==> src/rtl/pwr_seq_multi.sv <==
// pwr_seq_multi: N-channel power-rail sequencer.
// Brings rails up in ascending order, each after its own delay, and waits
// for that rail's power-good (PG) within a timeout before moving on. Once all
// rails are good, it holds the board reset for a while and then releases it.
// When the request is withdrawn, rails are dropped in reverse order. A PG
// timeout latches a fault, and the fault stays latched until it is cleared
// while power is not requested.
// Optional build macro: PWRSEQ_PG_MONITOR_EN. When it is defined, any rail
// that loses PG during RST_HOLD or ON forces the FAULT state.
module pwr_seq_multi #(
  parameter int unsigned         C_CLK_FREQ    = 100_000,
  parameter int unsigned         N_CH          = 4,
  parameter logic [N_CH*8-1:0]   C_UP_DLY_MS   = {N_CH{8'd10}},
  parameter int unsigned         C_PG_TO_MS    = 50,
  parameter int unsigned         C_RST_HOLD_MS = 5,
  parameter int unsigned         C_DN_DLY_MS   = 2,
  localparam int unsigned        CH_W          = (N_CH > 1) ? $clog2(N_CH) : 1
) (
  input  logic            clk,
  input  logic            reset_n,
  input  logic            pwr_req,
  input  logic [N_CH-1:0] pg,
  input  logic            fault_clr,
  output logic [N_CH-1:0] en_out,
  output logic            board_rst_n,
  output logic            power_ok,
  output logic            fault,
  output logic [CH_W-1:0] fault_ch
);

  localparam int unsigned      MS_W      = 8;
  localparam int unsigned      MS_MAX    = (1 << MS_W) - 1;
  localparam int unsigned      PS_W      = (C_CLK_FREQ > 1) ? $clog2(C_CLK_FREQ) : 1;
  localparam logic [PS_W-1:0]  PRESC_MAX = PS_W'(C_CLK_FREQ - 1);
  localparam logic [CH_W-1:0]  LAST_CH   = CH_W'(N_CH - 1);

  // Parameter sanity: every delay has to fit the 8-bit millisecond counter.
  if (N_CH < 1 || N_CH > 16) begin : g_chk_nch
    $error("pwr_seq_multi: N_CH must be 1..16");
  end
  if (C_CLK_FREQ < 1) begin : g_chk_freq
    $error("pwr_seq_multi: C_CLK_FREQ must be at least 1");
  end
  if (C_PG_TO_MS < 1 || C_PG_TO_MS > MS_MAX) begin : g_chk_pg_to
    $error("pwr_seq_multi: C_PG_TO_MS must be 1..255");
  end
  if (C_RST_HOLD_MS > MS_MAX) begin : g_chk_rst_hold
    $error("pwr_seq_multi: C_RST_HOLD_MS exceeds ms counter range");
  end
  if (C_DN_DLY_MS > MS_MAX) begin : g_chk_dn_dly
    $error("pwr_seq_multi: C_DN_DLY_MS exceeds ms counter range");
  end

  typedef enum logic [2:0] {
    S_IDLE, S_UP_DLY, S_UP_PG, S_RST_HOLD, S_ON, S_DOWN, S_FAULT
  } state_t;

  state_t           state;
  logic [CH_W-1:0]  ch;
  logic [PS_W-1:0]  presc;
  logic [MS_W-1:0]  ms_cnt;
  logic [N_CH-1:0]  pg_meta;
  logic [N_CH-1:0]  pg_sync;
  logic [N_CH-1:0]  ch_bit;
  logic [7:0]       up_dly [N_CH];
  logic [7:0]       up_sel;
  logic [7:0]       cur_dly;
  logic             expired;
  logic             pg_cur;

  // Unpack the per-rail power-up delays and decode the current channel.
  for (genvar gi = 0; gi < N_CH; gi++) begin : g_ch
    if (int'(C_UP_DLY_MS[gi*8 +: 8]) > MS_MAX) begin : g_chk_byte
      $error("pwr_seq_multi: C_UP_DLY_MS byte exceeds ms counter range");
    end
    assign up_dly[gi] = C_UP_DLY_MS[gi*8 +: 8];
    assign ch_bit[gi] = (ch == CH_W'(gi));
  end

  assign pg_cur = |(pg_sync & ch_bit);

  // Select the power-up delay of the current channel.
  always_comb begin
    up_sel = 8'd0;
    for (int i = 0; i < N_CH; i++) begin
      if (ch == CH_W'(i)) up_sel = up_dly[i];
    end
  end

  // Select the delay for the current timed state. A delay of 0 still takes one clock.
  always_comb begin
    case (state)
      S_UP_DLY:   cur_dly = up_sel;
      S_UP_PG:    cur_dly = 8'(C_PG_TO_MS);
      S_RST_HOLD: cur_dly = 8'(C_RST_HOLD_MS);
      S_DOWN:     cur_dly = 8'(C_DN_DLY_MS);
      default:    cur_dly = 8'd0;
    endcase
    expired = (cur_dly == 8'd0) ||
              ((presc == PRESC_MAX) && (ms_cnt == cur_dly - 8'd1));
  end

`ifdef PWRSEQ_PG_MONITOR_EN
  logic [N_CH-1:0] mon_bad;
  logic            mon_any;
  logic [CH_W-1:0] mon_idx;

  assign mon_bad = en_out & ~pg_sync;
  assign mon_any = |mon_bad;

  // Report the lowest enabled rail that has lost its power-good.
  always_comb begin
    mon_idx = '0;
    for (int i = N_CH - 1; i >= 0; i--) begin
      if (mon_bad[i]) mon_idx = CH_W'(i);
    end
  end
`endif

  // Two-flop synchroniser for the asynchronous PG inputs.
  always_ff @(posedge clk or negedge reset_n) begin
    if (!reset_n) begin
      pg_meta <= '0;
      pg_sync <= '0;
    end else begin
      pg_meta <= pg;
      pg_sync <= pg_meta;
    end
  end

  // Sequencer FSM with its ms timer. Any state or channel change restarts the timer.
  always_ff @(posedge clk or negedge reset_n) begin
    if (!reset_n) begin
      state       <= S_IDLE;
      ch          <= '0;
      presc       <= '0;
      ms_cnt      <= '0;
      en_out      <= '0;
      board_rst_n <= 1'b0;
      power_ok    <= 1'b0;
      fault       <= 1'b0;
      fault_ch    <= '0;
    end else begin
      if (presc == PRESC_MAX) begin
        presc  <= '0;
        ms_cnt <= ms_cnt + 8'd1;
      end else begin
        presc <= presc + PS_W'(1);
      end

      case (state)
        S_IDLE: begin
          en_out      <= '0;
          board_rst_n <= 1'b0;
          power_ok    <= 1'b0;
          if (pwr_req && !fault) begin
            state  <= S_UP_DLY;
            ch     <= '0;
            presc  <= '0;
            ms_cnt <= '0;
          end
        end

        S_UP_DLY: begin
          if (!pwr_req) begin
            // Only the lower ranks are on. Rail ch itself has not been enabled yet.
            if (ch == '0) begin
              state <= S_IDLE;
            end else begin
              state <= S_DOWN;
              ch    <= ch - CH_W'(1);
            end
            presc  <= '0;
            ms_cnt <= '0;
          end else if (expired) begin
            en_out <= en_out | ch_bit;
            state  <= S_UP_PG;
            presc  <= '0;
            ms_cnt <= '0;
          end
        end

        S_UP_PG: begin
          if (!pwr_req) begin
            state  <= S_DOWN;
            presc  <= '0;
            ms_cnt <= '0;
          end else if (pg_cur) begin
            if (ch == LAST_CH) begin
              state <= S_RST_HOLD;
            end else begin
              state <= S_UP_DLY;
              ch    <= ch + CH_W'(1);
            end
            presc  <= '0;
            ms_cnt <= '0;
          end else if (expired) begin
            state       <= S_FAULT;
            en_out      <= '0;
            board_rst_n <= 1'b0;
            power_ok    <= 1'b0;
            fault       <= 1'b1;
            fault_ch    <= ch;
            presc       <= '0;
            ms_cnt      <= '0;
          end
        end

        S_RST_HOLD: begin
`ifdef PWRSEQ_PG_MONITOR_EN
          if (mon_any) begin
            state       <= S_FAULT;
            en_out      <= '0;
            board_rst_n <= 1'b0;
            power_ok    <= 1'b0;
            fault       <= 1'b1;
            fault_ch    <= mon_idx;
            presc       <= '0;
            ms_cnt      <= '0;
          end else
`endif
          if (!pwr_req) begin
            state  <= S_DOWN;
            presc  <= '0;
            ms_cnt <= '0;
          end else if (expired) begin
            board_rst_n <= 1'b1;
            power_ok    <= 1'b1;
            state       <= S_ON;
            presc       <= '0;
            ms_cnt      <= '0;
          end
        end

        S_ON: begin
`ifdef PWRSEQ_PG_MONITOR_EN
          if (mon_any) begin
            state       <= S_FAULT;
            en_out      <= '0;
            board_rst_n <= 1'b0;
            power_ok    <= 1'b0;
            fault       <= 1'b1;
            fault_ch    <= mon_idx;
            presc       <= '0;
            ms_cnt      <= '0;
          end else
`endif
          if (!pwr_req) begin
            board_rst_n <= 1'b0;
            power_ok    <= 1'b0;
            state       <= S_DOWN;
            ch          <= LAST_CH;
            presc       <= '0;
            ms_cnt      <= '0;
          end
        end

        S_DOWN: begin
          // A new request is ignored here. It is honoured once IDLE is reached.
          if (expired) begin
            en_out <= en_out & ~ch_bit;
            if (ch == '0) begin
              state <= S_IDLE;
            end else begin
              ch <= ch - CH_W'(1);
            end
            presc  <= '0;
            ms_cnt <= '0;
          end
        end

        S_FAULT: begin
          en_out      <= '0;
          board_rst_n <= 1'b0;
          power_ok    <= 1'b0;
          if (fault_clr && !pwr_req) begin
            fault    <= 1'b0;
            fault_ch <= '0;
            state    <= S_IDLE;
            presc    <= '0;
            ms_cnt   <= '0;
          end
        end

        default: begin
          state <= S_IDLE;
        end
      endcase
    end
  end

endmodule

==> config.mk <==
export PLATFORM = sky130hd
export DESIGN_NAME = pwr_seq_multi
export DESIGN_NICKNAME = d
export VERILOG_FILES = /design/src/rtl/pwr_seq_multi.sv
export SDC_FILE = /design/constraint.sdc
export NUM_CORES = 1
export LEC_CHECK = 0
export ABC_AREA = 1
export CAP_MARGIN = 20
export CORE_AREA = 3 3 74 76
export DETAILED_ROUTE_END_ITERATION = 8
export DIE_AREA = 0 0 77 79
export GPL_ROUTABILITY_DRIVEN = 0
export PLACE_DENSITY = 0.79
export SYNTH_ARGS = -nofsm -noshare
export SYNTH_HDL_FRONTEND = slang
export SYNTH_SLANG_ARGS = --single-unit
==> constraint.sdc <==
create_clock -name clk -period 3.25 [get_ports clk]
set_input_delay 0.975 -clock clk [delete_from_list [all_inputs] [get_ports clk]]
set_output_delay 0.975 -clock clk [all_outputs]
set_load 0.01 [all_outputs]
* Word level (Yosys, flattened, before mapping)
Index checks and enable logic that the tools add are counted.
Cells by class: bitwise logic cells 4, reductions and logical operators 21, equality and inequality tests 29, mux-type cells 70, add/subtract/negate cells 5
Operators with widths (count):
- $mux 17 | 8
- $pmux 17 s6 | 1
- $mux 8 | 9
- $pmux 8 s6 | 1
- $mux 3 | 13
- $mux 4 | 9
- $pmux 8 s4 | 1
- $ne 2x2->1 const B | 15
- $mux 2 | 13
- $pmux 3 s7 | 1
- $add 17x1->17 const B | 1
- $eq 17x17->1 const B | 1
- $pmux 4 s4 | 1
- $reduce_and 8->1 | 2
- $reduce_and 7->1 | 2
- $pmux 2 s5 | 1
- $eq 3x3->1 const B | 3
- $mux 1 | 9
- $add 8x1->8 const B | 1
- $and 4x4->4 | 2
- $eq 8x8->1 | 1
- $logic_not 8->1 | 1
- $reduce_bool 4->1 | 2
- $sub 8x1->8 const B | 1
- 23 further kinds | 30
Word-level totals: input port bits 8, register bits after elaboration 46, logic and storage cells 139, output and inout bits 9

* Depth between registers and ports, before layout
Gate-level depths: netlist of the first run.
depth after elaboration 14, mapped depth 22, mapped depth without buffers 20

* Worst setup path after synthesis of the first run
OpenSTA, ideal clock, no wires.
kind flip-flop to flip-flop, start register state[1], end register presc[12], cell stages (with the launch flop) 22, library setup time 0.112 ns, data arrival time 2.359 ns, setup slack 0.779 ns, path buffers 2, cells stage by stage dfrtp_1 > buf_4 > inv_2 > nand2_2 > nor2_1 > inv_1 > nand2_1 > inv_1 > ha_1 > inv_1 > nand2_1 > nand2_1 > nand2_1 > nand2_1 > nand3_1 > nor2_2 > nand2_2 > nand3_4 > nand3_4 > buf_6 > nand3_2 > inv_2
On the way: word-level cells in the longest chain between the ends 10, elaborated cells on any way between the ends 19, classes of those cells add/sub (1); eq/ne (7); mux (6); reduce/logical (5)
Ends and longest elaborated chain:
- start: declaration | line 58 | state_t state;
- start signal: assignment | line 134 | state <= S_IDLE;
- start signal: assignment | line 157 | state <= S_UP_DLY;
- start signal: assignment | line 168 | state <= S_IDLE;
- $eq 3x3->1, or another cell as far along | line 92, 151
- $pmux 8 s4 | line 92 | case (state)
- $sub 8x1->8 | line 100 | ((presc == PRESC_MAX) && (ms_cnt == cur_dly - 8'd1));
- $eq 8x8->1 | line 100
- $logic_and 1x1->1 | line 100
- $logic_or 1x1->1 | line 99 | expired = (cur_dly == 8'd0) ||
- $mux 17
- $mux 17 | line 188 | end else if (pg_cur) begin
- $mux 17 | line 184 | if (!pwr_req) begin
- $pmux 17 s6 * | line 151 | case (state)
- end signal: assignment | line 148 | presc <= presc + PS_W'(1);
- end: declaration | line 60 | logic [PS_W-1:0] presc;
Every way passes the cells marked *; elsewhere a longest branch is shown, timed or not. A chain may end at the register's enable or synchronous reset.

* Worst setup path in the final report of the first run
start register state[1], end register presc[1]
The elaborated chain is that of the path after synthesis.

==> metrics.txt, run 1 <==
outcome complete, no violations; unrepaired setup endpoints after global routing false; layout net count 435; Syn Area/Cell 7.29 µm²; Yosys warning count 0; # setup viols final 0; slowest stage delay, CP 0.47 ns; Worst Skew 0.0118 ns; initial antenna violation count 0; I/O pin total 17; Vias 2502; combinational share of power 50.1%; pre-CTS setup slack 0.310 ns; CTS tree built; internal power 1290 µW; Chip Width 77 µm; CTS Sinks 46; Power, Total 2330 µW; largest net degree at the start of global routing 47; Post-synth EDFFs 0; initial core utilization 61.1%; global-route wire length before repair 10100 µm; Final TNS setup 0 ns; PwrDens 721 nW/µm²; Num CTS Buffers 5; share of post-route cells with drive strength above 1 10.2%; Worst slew margin 64.4%; Root Driver clkbuf_8; switch share 44.6%; PnR worst setup slack 0.290 ns; ant diodes 0; CP Capture Type flop; CP cell instances inv_2 -> nand2_2 -> nor2_1 -> inv_1 -> nand2_1 -> inv_1 -> ha_1 -> inv_1 -> nand2_1 -> nand2_1 -> nand2_1 -> nand2_1 -> nand3_1 -> nor2_2 -> nand2_2 -> nand3_4 -> nand3_4 -> nand2_1 -> nor2_1; die height 79 µm; WS Path Type reg -> reg; post-CTS setup buffers 0; Cell Area, Synth 2920 µm²; Final ANT Viol Nets 0; P_sw 1040 µW; Yosys cell types 34; CP dominant cell by count nand2_1; commonest non-fill, non-tap cell in the layout nand2_1; HP Class reg -> reg; Row Count 25; P_leak 0.00176 µW; core area 4790 µm²; Seq pwr share 32.2%; worst skew pair latency 0.30 ns; Area growth, synth to finish 10.7%; number of synthesized register bits 46; CP Launch Type flop; Reg clk slew, reported paths 0.08 ns; Final Critical Period 2.96 ns; peak supply drop 365 µV; highest-delay cell along the critical path dfrtp_1; DRT iter0 DRCs 385; Fin. Hold Viols 0; clk buf depth 2; Post-synth ARST share 100%; CP arrival 3.15 ns; cts repair resizes 0; htree depth 2; 1st-pass router iterations 7; Hold Buf Count CTS 0; sequential share of the synthesized area 39.4%; Routed WL 5780 µm; most frequent cells in the layout 111 x nand2_1, 68 x inv_1, 45 x dfrtp_1; Critical Path Fanout Max 24; ys flop type dfrtp_1; WP data required 3.44 ns; final design utilization 67.6%; Via density 5.14; max-cap violations 0; Syn Inst Count 401; # DRC 0; fmax 338 MHz; Worst-Margin Slew 0.529 ns; hpwl dp 4290 µm; Max Slew Vio Count 0; GRT overflow 0; vias in the first global route 2203; Tcrit/Tclk final 91.1%; Buffers on Ports 16; Syn Nets 417; Clock Power Share 17.7%; Global Route Usage Sum 20.6%; WHS 0.350 ns; Die ar. 6080 µm²; WL/cell 11.9 µm
[critical path, delay by kind of cell, from the launching register on]
family | cells | cell delay [ns]
simple gates | 14 | 1.71
flops | 1 | 0.47
buf+inv | 4 | 0.44
fa+ha+maj | 1 | 0.26
[cell type report]
cell class / instances / area (µm²)
inverters: 73 / 274
fillers: 423 / 1550
clock buffers: 7 / 76.3
well taps: 67 / 83.8
clock inverters: 1 / 30.0
repair buffers: 18 / 183
multi-input cells: 275 / 1440
flip-flops and latches: 46 / 1150
[per-stage QoR]
step | cells | cell area, µm²
after global routing | 487 | 3240
after global placement | 478 | 3110
after floorplan | 401 | 2920
final | 487 | 3240
after CTS | 486 | 3220
after detailed placement | 478 | 3110
[final timing paths]
check                                     startpoint               endpoint  slack, ns  cells past startpoint
worst min register to register  pg_meta[3]$_DFF_PN0_   pg_sync[3]$_DFF_PN0_       0.35                      0
worst max register to register  state[1]$_DFFE_PN0P_     presc[1]$_DFF_PN0_       0.29                     19
min in group asynchronous                    reset_n   state[2]$_DFFE_PN0P_       0.54                      1
max in group asynchronous                    reset_n  en_out[2]$_DFFE_PN0P_       2.22                      2
worst min-delay path            pg_meta[3]$_DFF_PN0_   pg_sync[3]$_DFF_PN0_       0.35                      0
worst max-delay path            state[1]$_DFFE_PN0P_     presc[1]$_DFF_PN0_       0.29                     19
[registers in the layout (all words and copies together), names as in the netlist]
| register | cells |
|---|---|
| state | 3 |
| ch | 2 |
| en_out | 4 |
| pg_sync | 4 |
| fault | 1 |
| fault_ch | 2 |
| presc | 17 |
| power_ok | 1 |
| ms_cnt | 8 |
| pg_meta | 4 |
[cell families after synthesis]
group / after synthesis / synth area share (%)
compound gates: 39 / 7.75
fa+ha+maj: 8 / 3.42
flops: 46 / 39.4
xor+xnor: 7 / 2.10
buf+inv: 80 / 11.4
simple gates: 221 / 35.9
[synth_stat cells, types with 3 or more instances]
cell	n	area [µm²]
nand2_1	111	417
inv_1	68	255
dfrtp_1	46	1150
nor2_1	32	120
nand3_1	30	150
o21ai_0	20	100
nand4_1	12	75.1
nand3_2	10	100
nand2_2	9	56.3
ha_1	8	100
a21oi_1	7	35.0
xor2_1	6	52.6
inv_2	5	18.8
nor3_1	5	25.0
buf_4	3	22.5
buf_6	3	33.8
nand3b_1	3	22.5
[power by group through the flow]
stage | sequential, µW | combinational [µW] | clock, µW
finish | 752 | 1170 | 414
global placement | 757 | 1130 | 0
detailed placement | 760 | 1150 | 0
floorplan | 737 | 927 | 0
CTS | 749 | 1150 | 429
global route | 766 | 1310 | 458
[metal layers]
layer / GRT usage [%] / vias up / part of all wire (%)
met2: 28.7 / 92 / 41
met3: 3.63 / 14 / 6.5
met5: 0 / - / 0
li1: - / 1296 / -
met1: 32.0 / 1100 / 50
met4: 6.94 / 0 / 1.6
Power figures use the tool's default switching activity.
==> run 2, diff against run 1 <==
==> constraint.sdc (replaced) <==
create_clock -name clk -period 3.3 [get_ports clk]
set_input_delay 0.33 -clock clk [delete_from_list [all_inputs] [get_ports clk]]
set_output_delay 0.33 -clock clk [all_outputs]
set_load 0.01 [all_outputs]
==> run 2 against run 1 <==
Net effect: routed wire length up 7.7%; register-to-register slack gained 0.09 ns; utilization is 1.1 points higher; clock power increased by 25%; global-route usage up 1.1 points.
==> metrics.txt, run 2 (synthesis results as in run 1) <==
Tcrit/Tclk final 88.5% (-2.5 points); htree depth 2 (unchanged); PwrDens 747 nW/µm² (+3.6%); Root Driver clkbuf_8; CP Launch Type flop; non-filler instance count after layout 487 (unchanged); clk buf depth 2 (unchanged); internal power 1380 µW (+6.8%); Most flops, register presc; WS Path Type reg -> reg; I/O pin total 17 (unchanged); Buffers on Ports 16 (unchanged); WP data required 3.49 ns (+0.05 ns); highest-delay cell along the critical path dfrtp_1; WHS 0.0167 ns (-0.334 ns); Clock Power Share 21.1% (+3.4 points); peak supply drop 350 µV (-4.3%); vias in the first global route 2349 (+6.6%); Max Slew Vio Count 0 (unchanged); outcome complete, no violations; final design utilization 68.8% (+1.1 points); initial core utilization 61.1% (unchanged); Buf/Inv on CP 4 (unchanged); Critical Path Fanout Max 8 (-67%); Vias 2581 (+3.2%); P_leak 0.00179 µW (+1.5%); Worst Reg-to-Reg Cells 19 (unchanged); Reg-to-Reg End en_out[2]$_DFFE_PN0P_; Final TNS setup 0 ns (unchanged); CP cell instances inv_2 -> nand2_2 -> nor2_1 -> inv_1 -> nand2_1 -> inv_1 -> ha_1 -> inv_1 -> nand2_1 -> nand2_1 -> nand2_1 -> nand2_1 -> nand3_1 -> nor2_2 -> nand2_2 -> nand3_1 -> nand3_1 -> nand2_1 -> nand2_1; Via density 5.30 (+3.2%); switch share 43.8% (-0.81 points); CTS Sinks 46 (unchanged); Global Route Usage Sum 21.7% (+1.1 points); Worst-Margin Slew 0.566 ns (+0.0378 ns); HP Class in -> async; Final ANT Viol Nets 0 (unchanged); 1st-pass router iterations 6 (-1); Num CTS Buffers 5 (unchanged); fmax 342 MHz (+1.3%); Worst Skew 0.0133 ns (+0.00155 ns); combinational share of power 48.7% (-1.4 points); flop2flop setup slack 0.38 ns (+0.09 ns); Largest regs presc (17), ms_cnt (8); CP arrival 3.11 ns (-0.04 ns); largest net degree at the start of global routing 47 (unchanged); CP Capture Type flop; core area 4790 µm² (unchanged); slowest stage delay, CP 0.49 ns (+0.02 ns); # setup viols final 0 (unchanged); CTS tree built; worst skew pair latency 0.31 ns (about the same); most frequent cells in the layout 111 x nand2_1, 68 x inv_1, 45 x dfrtp_1; share of post-route cells with drive strength above 1 10.7% (+0.48 points); CP dominant cell by count nand2_1; die height 79 µm (unchanged); ant diodes 0 (unchanged); P_sw 1080 µW (+3.4%); DRT iter0 DRCs 319 (-17%); Fin. Hold Viols 0 (unchanged); CP Depth 19 (unchanged); hpwl dp 4480 µm (+4.3%); post-CTS setup buffers 0 (unchanged); max-cap violations 0 (unchanged); Cells after DPL 477 (-0.21%); Largest register FFs 17 (unchanged); Power, Total 2460 µW (+5.3%); global-route wire length before repair 10600 µm (+5.0%); Routed WL 6220 µm (+7.7%); layout net count 435 (unchanged); Area growth, synth to finish 12.6%; RR Startpoint state[1]$_DFFE_PN0P_; GRT overflow 0 (unchanged); Final Critical Period 2.92 ns (-0.0385 ns); Hold Buf Count CTS 0 (unchanged); Chip Width 77 µm (unchanged); unrepaired setup endpoints after global routing false; Seq pwr share 30.2% (-2.0 points); # DRC 0 (unchanged); WL/cell 12.8 µm (+7.7%); Die ar. 6080 µm² (unchanged); initial antenna violation count 0 (unchanged); Reg clk slew, reported paths 0.10 ns (+0.02 ns); commonest non-fill, non-tap cell in the layout nand2_1; Row Count 25 (unchanged); CP delay by family, top simple AND/OR/NAND/NOR gates; Worst slew margin 62.2% (-2.1 points)
## run 2: final cells by class
cell class / instances / area (µm²)
inverter: 73 / 274
sequential: 46 / 1150
clock inverter: 2 / 60.1
fill: 401 / 1500
multi-input combinational: 276 / 1460
clock buffer: 6 / 82.6
timing repair buffer: 17 / 183
tap: 67 / 83.8
## run 2: worst max path at each step
stage                                  endpoint            startpoint  slack (ns)
after global placement       presc[0]$_DFF_PN0_  state[0]$_DFFE_PN0P_        0.44
after detailed placement     presc[1]$_DFF_PN0_  state[0]$_DFFE_PN0P_        0.34
after floorplan             presc[12]$_DFF_PN0_  state[1]$_DFFE_PN0P_        0.83
after global routing      en_out[2]$_DFFE_PN0P_  state[1]$_DFFE_PN0P_        0.09
final                     en_out[2]$_DFFE_PN0P_  state[1]$_DFFE_PN0P_        0.38
after CTS                    presc[1]$_DFF_PN0_  state[0]$_DFFE_PN0P_        0.30
## run 2: repair_timing
| item | 4_1_cts | 5_1_grt |
|---|---|---|
| gates resized for setup | 0 | 2 |
| endpoints found under the setup margin | 0 | 19 |
| hold endpoints to repair | 0 | 0 |
## run 2: per-layer routing
layer	track usage [%]	wire (µm)	part of all wire, %
met3	3.17	443	7.1
met4	9.79	151	2.4
met2	32.4	2650	43
met5	0	0	0
met1	31.3	2980	48
## run 2: per-stage QoR
stage,area [µm²],worst slack (ns)
finish,3290,0.379
global route,3290,0.0896
CTS,3240,0.299
detailed placement,3100,0.338
global placement,3100,0.441
floorplan,2920,0.829
## run 2: power by group through the flow
stage	clock (µW)	sequential, µW	combinational (µW)
after floorplan	0	726	913
after global placement	0	745	1110
after detailed placement	0	750	1130
after CTS	530	739	1140
after global routing	560	756	1340
final	519	742	1200
## run 2: worst reg2reg max path: stages (launching register included)
cell and delay [ns]:
dfrtp_1 0.49, inv_2 0.13, nand2_2 0.08, nor2_1 0.29, inv_1 0.15, nand2_1 0.13, inv_1 0.05, ha_1 0.26
inv_1 0.13, nand2_1 0.06, nand2_1 0.07, nand2_1 0.05, nand2_1 0.06, nand3_1 0.07, nor2_2 0.15, nand2_2 0.11
nand3_1 0.19, nand3_1 0.18, nand2_1 0.09, nand2_1 0.05
==> RTL edit 1 (settings of run 2) <==
Add a define of `PWRSEQ_PG_MONITOR_EN`.
--- a/src/rtl/pwr_seq_multi.sv
+++ b/src/rtl/pwr_seq_multi.sv
@@ -8,4 +8,6 @@
 // Optional build macro: PWRSEQ_PG_MONITOR_EN. When it is defined, any rail
 // that loses PG during RST_HOLD or ON forces the FAULT state.
+`define PWRSEQ_PG_MONITOR_EN
+
 module pwr_seq_multi #(
   parameter int unsigned         C_CLK_FREQ    = 100_000,
Function: same outputs for any inputs over 10 cycles, from zero or initial values and one cycle with reset_n low; that may be too few to reach the edited logic, so the function may still have changed.
==> RTL edit 1 against run 2 <==
  * Cell area increased by 3.3%
  * Sequential cell count is the same
  * Power is 1.7% higher
  * Wire length grew 15%
  * Area after synthesis is 5.4% higher
  * Maximum frequency increased by 2.1%
  * Worst setup slack better by 61 ps
  * Sequential share of layout area fell by 1.1 points
  * Combinational power increased by 11%
  * Sequential power increased by 0.8%
  * Via count rose by 13%
==> RTL edit 1: results (changes against run 2) <==
FF-to-FF End - presc[0]
Pint - 0.001313 W (-5.0%)
Post-Synthesis Cells - 446 (+11%)
Hold WC Path Type - reg2reg
Initial DRC count - 299 (-6.3%)
Final net count - 480 (+10%)
Mapped Nets - 462 (+11%)
Seq pwr share - 0.299 (-0.003)
Layout filler cell count - 421 (+5.0%)
R2r startpoint - state[0]
R2r setup slk - 440 ps (+60 ps)
Setup crit start - state[0]
Dpl cell area - 0.003257 mm2 (+5.0%)
Vias per inst - 5.483 (+3.5%)
Clock skew - 11.47 ps (-1.849 ps)
Non-filler cells, final - 532 (+9.2%)
Placed cells - 522 (+9.4%)
Setup Slack @ Placement - 413.7 ps (+76.00 ps)
Clk pwr share - 0.171 (-0.040)
Switching Fraction - 0.4745 (+0.03697)
Worst Max-Slew Pin Slew - 690.6 ps (+124.1 ps)
Worst r2r path cells - 16 (-3)
Outcome - finished, final reports clean
Post-route clock period utilization - 0.8668 (-0.01847)
First drt pass iteration count - 7 (+1)
-- RTL edit 1: cell types whose count changed after synthesis, sizes merged, moves of 2 or more --
cell and change:
nor3 -3, nor2 +26, xor2 -5, nand4 +3
o21bai +3, o211ai +2, inv +10, nand3 +5
a21oi +2, nand3b -2, o21ai +8, nand2 -2
-- RTL edit 1: critical path, cell delays in order (launching register included) --
cell and delay [ps]:
dfrtp_2 510, nor2_1 230, nand2_2 170, inv_1 200, nor2_1 80, ha_1 320
inv_1 40, nand2_1 60, nand2_1 40, nor2_1 130, nand2_1 80, nor2_2 160
nand3_4 130, nand3_4 110, nand3_4 260, nand2_1 170, nor2_1 60
-- RTL edit 1: area by class of cell --
| type | count | area [um2] | share of cell area |
|---|---|---|---|
| tap | 67 | 83.83 | 0.02467 |
| clock inverter | 2 | 37.54 | 0.01105 |
| multi-input combinational | 310 | 1555 | 0.4577 |
| inverter | 83 | 311.5 | 0.09168 |
| sequential | 46 | 1152 | 0.3391 |
| timing repair buffer | 18 | 185.2 | 0.05449 |
| clock buffer | 6 | 72.57 | 0.02135 |
-- RTL edit 1: layer usage --
| layer | vias up | track usage | share of wire |
|---|---|---|---|
| met5 | - | 0 | 0 |
| met4 | 0 | 0.07829 | 0.018 |
| met3 | 20 | 0.04762 | 0.058 |
| met2 | 105 | 0.4225 | 0.47 |
| met1 | 1341 | 0.3297 | 0.46 |
| li1 | 1451 | - | - |
-- RTL edit 1: kinds of logic after synthesis --
group	Yosys count	share of synthesized area
simple gates	248	0.3686
buf+inv	90	0.1211
compound gates	53	0.1012
flops	46	0.3738
fa+ha+maj	8	0.03251
xor+xnor	1	0.002845
==> RTL edit 2 (settings of run 2) <==
Without the edit above. Re-encode `state_t` (7 states) as one-hot, 7 bits wide.
--- a/src/rtl/pwr_seq_multi.sv
+++ b/src/rtl/pwr_seq_multi.sv
@@ -52,6 +52,6 @@
   end
 
-  typedef enum logic [2:0] {
-    S_IDLE, S_UP_DLY, S_UP_PG, S_RST_HOLD, S_ON, S_DOWN, S_FAULT
+  typedef enum logic [6:0] {
+    S_IDLE = 7'b0000001, S_UP_DLY = 7'b0000010, S_UP_PG = 7'b0000100, S_RST_HOLD = 7'b0001000, S_ON = 7'b0010000, S_DOWN = 7'b0100000, S_FAULT = 7'b1000000
   } state_t;
 
Formal check against the unedited RTL: no difference found for any inputs over 10 cycles, from zero or initial values and one cycle with reset_n low; not proved beyond that.
==> RTL edit 2 against run 2 <==
  * Wire length rose by 20%
  * Count of clock-buffer cells in the layout decreased by 1
  * Die area stayed put
  * Largest cell class unchanged
  * Sequential power increased by 5.4%
  * Cell area increased by 11%
  * Sequential share of layout area decreased by 0.76 points
  * Sequential cell count grew 4
  * Area after synthesis up 11%
  * Worst setup slack worse by 98 ps
  * Power up 1.0%
  * Largest power group unchanged
  * Critical path type unchanged
==> RTL edit 2: results (changes against run 2) <==
Largest net degree at the start of global routing - 51 (+8.5%)
Clk root buf - clkbuf_8
Post-synth top cells - 108 x nand2_1, 77 x inv_1, 49 x dfrtp_1, 39 x nor2_1, 37 x nand3_1
Worst Max-Slew Pin Slew - 575.9 ps (+9.420 ps)
Clock buffer depth - 2 (unchanged)
Setup Slack @ Placement - 65.64 ps (-272.1 ps)
Netlist cell types - 36 (+5.9%)
Hold WC Path Type - reg2reg
Layout filler cell count - 352 (-12%)
Vias per inst - 5.492 (+3.6%)
Mapped Nets - 458 (+9.8%)
Ys flop type - dfrtp_1
Port Buffer Count - 16 (unchanged)
Main area contributors after synthesis - dfrtp_1 38%, nand2_1 13%, inv_1 8.9%, nand3_1 5.7%, nor2_1 4.5%
Initial DRC count - 211 (-34%)
R2r setup slk - 280 ps (-100 ps)
Async SR Flop Fraction - 1.000 (unchanged)
Die W - 77 um (unchanged)
Worst-path clk slew - 100 ps (about the same)
Routing usage on met1 - 0.3267 (+0.01404)
Worst IR drop on VDD - 0.3479 mV (-0.53%)
Clock skew - 11.41 ps (-1.908 ps)
H-tree levels - 2 (unchanged)
Register area share after synthesis - 0.3866 (-0.007200)
Met3 Resource Use GR - 0.04422 (+0.01247)
Max incr delay on CP - 540 ps (+50 ps)
CP delay by family, top - simple AND/OR/NAND/NOR gates
Dpl hpwl - 5.317 mm (+19%)
GR Util met2 - 0.4338 (+0.1098)
First drt pass iteration count - 5 (-1)
Outcome - finished, final reports clean
Crit path DAT - 3220 ps (+110 ps)
CTS Buf Count - 5 (unchanged)
CP max FO - 12 (+4)
First-pass GRT wire length - 12.67 mm (+19%)
Endpoints failing setup - 0 (unchanged)
Initial antenna violation count - 0 (unchanged)
Max Freq - 331.2 MHz (-3.2%)
Max stage delay cell, worst path - dfstp_2
P_leak - 1.943 nW (+8.7%)
Biggest regs - presc (17), ms_cnt (8), state (7)
WL/cell - 13.96 um (+9.2%)
Final net count - 485 (+11%)
All-layer global routing usage - 0.2565 (+0.03957)
Clk_lat worst skew - 310 ps (about the same)
Yosys warns - 0 (unchanged)
N_diodes - 0 (unchanged)
Fraction of layout cells with a size suffix above 1 - 0.1404 (+0.03328)
## RTL edit 2: kinds of logic (layout without fill, tap and decap cells)
logic type | count (synthesis) | after routing | synth area share
buf+inv | 90 | 117 | 0.1101
compound gates | 48 | 48 | 0.08421
xor+xnor | 5 | 5 | 0.01352
fa+ha+maj | 8 | 8 | 0.03090
simple gates | 241 | 242 | 0.3747
flops | 50 | 50 | 0.3866
## RTL edit 2: worst paths after layout
path / start / end / cells past startpoint
min in group asynchronous: reset_n / presc[1] / 2
max in group asynchronous: reset_n / state[0] / 3
min reg2reg: pg_meta[1] / pg_sync[1] / 0
max: state[0] / presc[8] / 22
min: pg_meta[1] / pg_sync[1] / 0
max reg2reg: state[0] / presc[8] / 22
## RTL edit 2: per-layer routing
| metal | routed length [um] | vias to the layer above |
|---|---|---|
| met5 | 0 | - |
| met4 | 146 | 0 |
| met3 | 378 | 19 |
| met2 | 3670 | 102 |
| met1 | 3299 | 1367 |
| li1 | - | 1461 |
## RTL edit 2: repair_timing
item / CTS / global route
hold buffers: 0 / 1
gates resized for setup: 0 / 5
endpoints found under the setup margin: 0 / 34
setup buffers: 0 / 1
endpoints found under the hold margin: 0 / 13
## RTL edit 2: metrics by stage
step	instance area, um2	hold slack, ps	TNS [ps]	cells	utilization
after floorplan	3239	34.41	0	442	-
after global placement	3471	332.6	0	525	0.7252
after detailed placement	3471	337.3	0	525	0.7252
after CTS	3583	260.2	0	533	0.7488
after global routing	3656	363.7	-36.75	537	0.7639
final	3656	356.5	0	537	0.7639
## RTL edit 2: power by group
part           internal [W]  total (W)  switching [W]
sequential         0.000707   0.000782      0.0000750
combinational      0.000433    0.00126       0.000827
clock              0.000227   0.000441       0.000213
## RTL edit 2: final cells by class
type,count,share of cell area
clock buffer,5,0.01882
inverter,87,0.08932
tap,67,0.02293
multi-input combinational,303,0.4555
timing repair buffer,22,0.05886
sequential,50,0.3426
clock inverter,3,0.01198
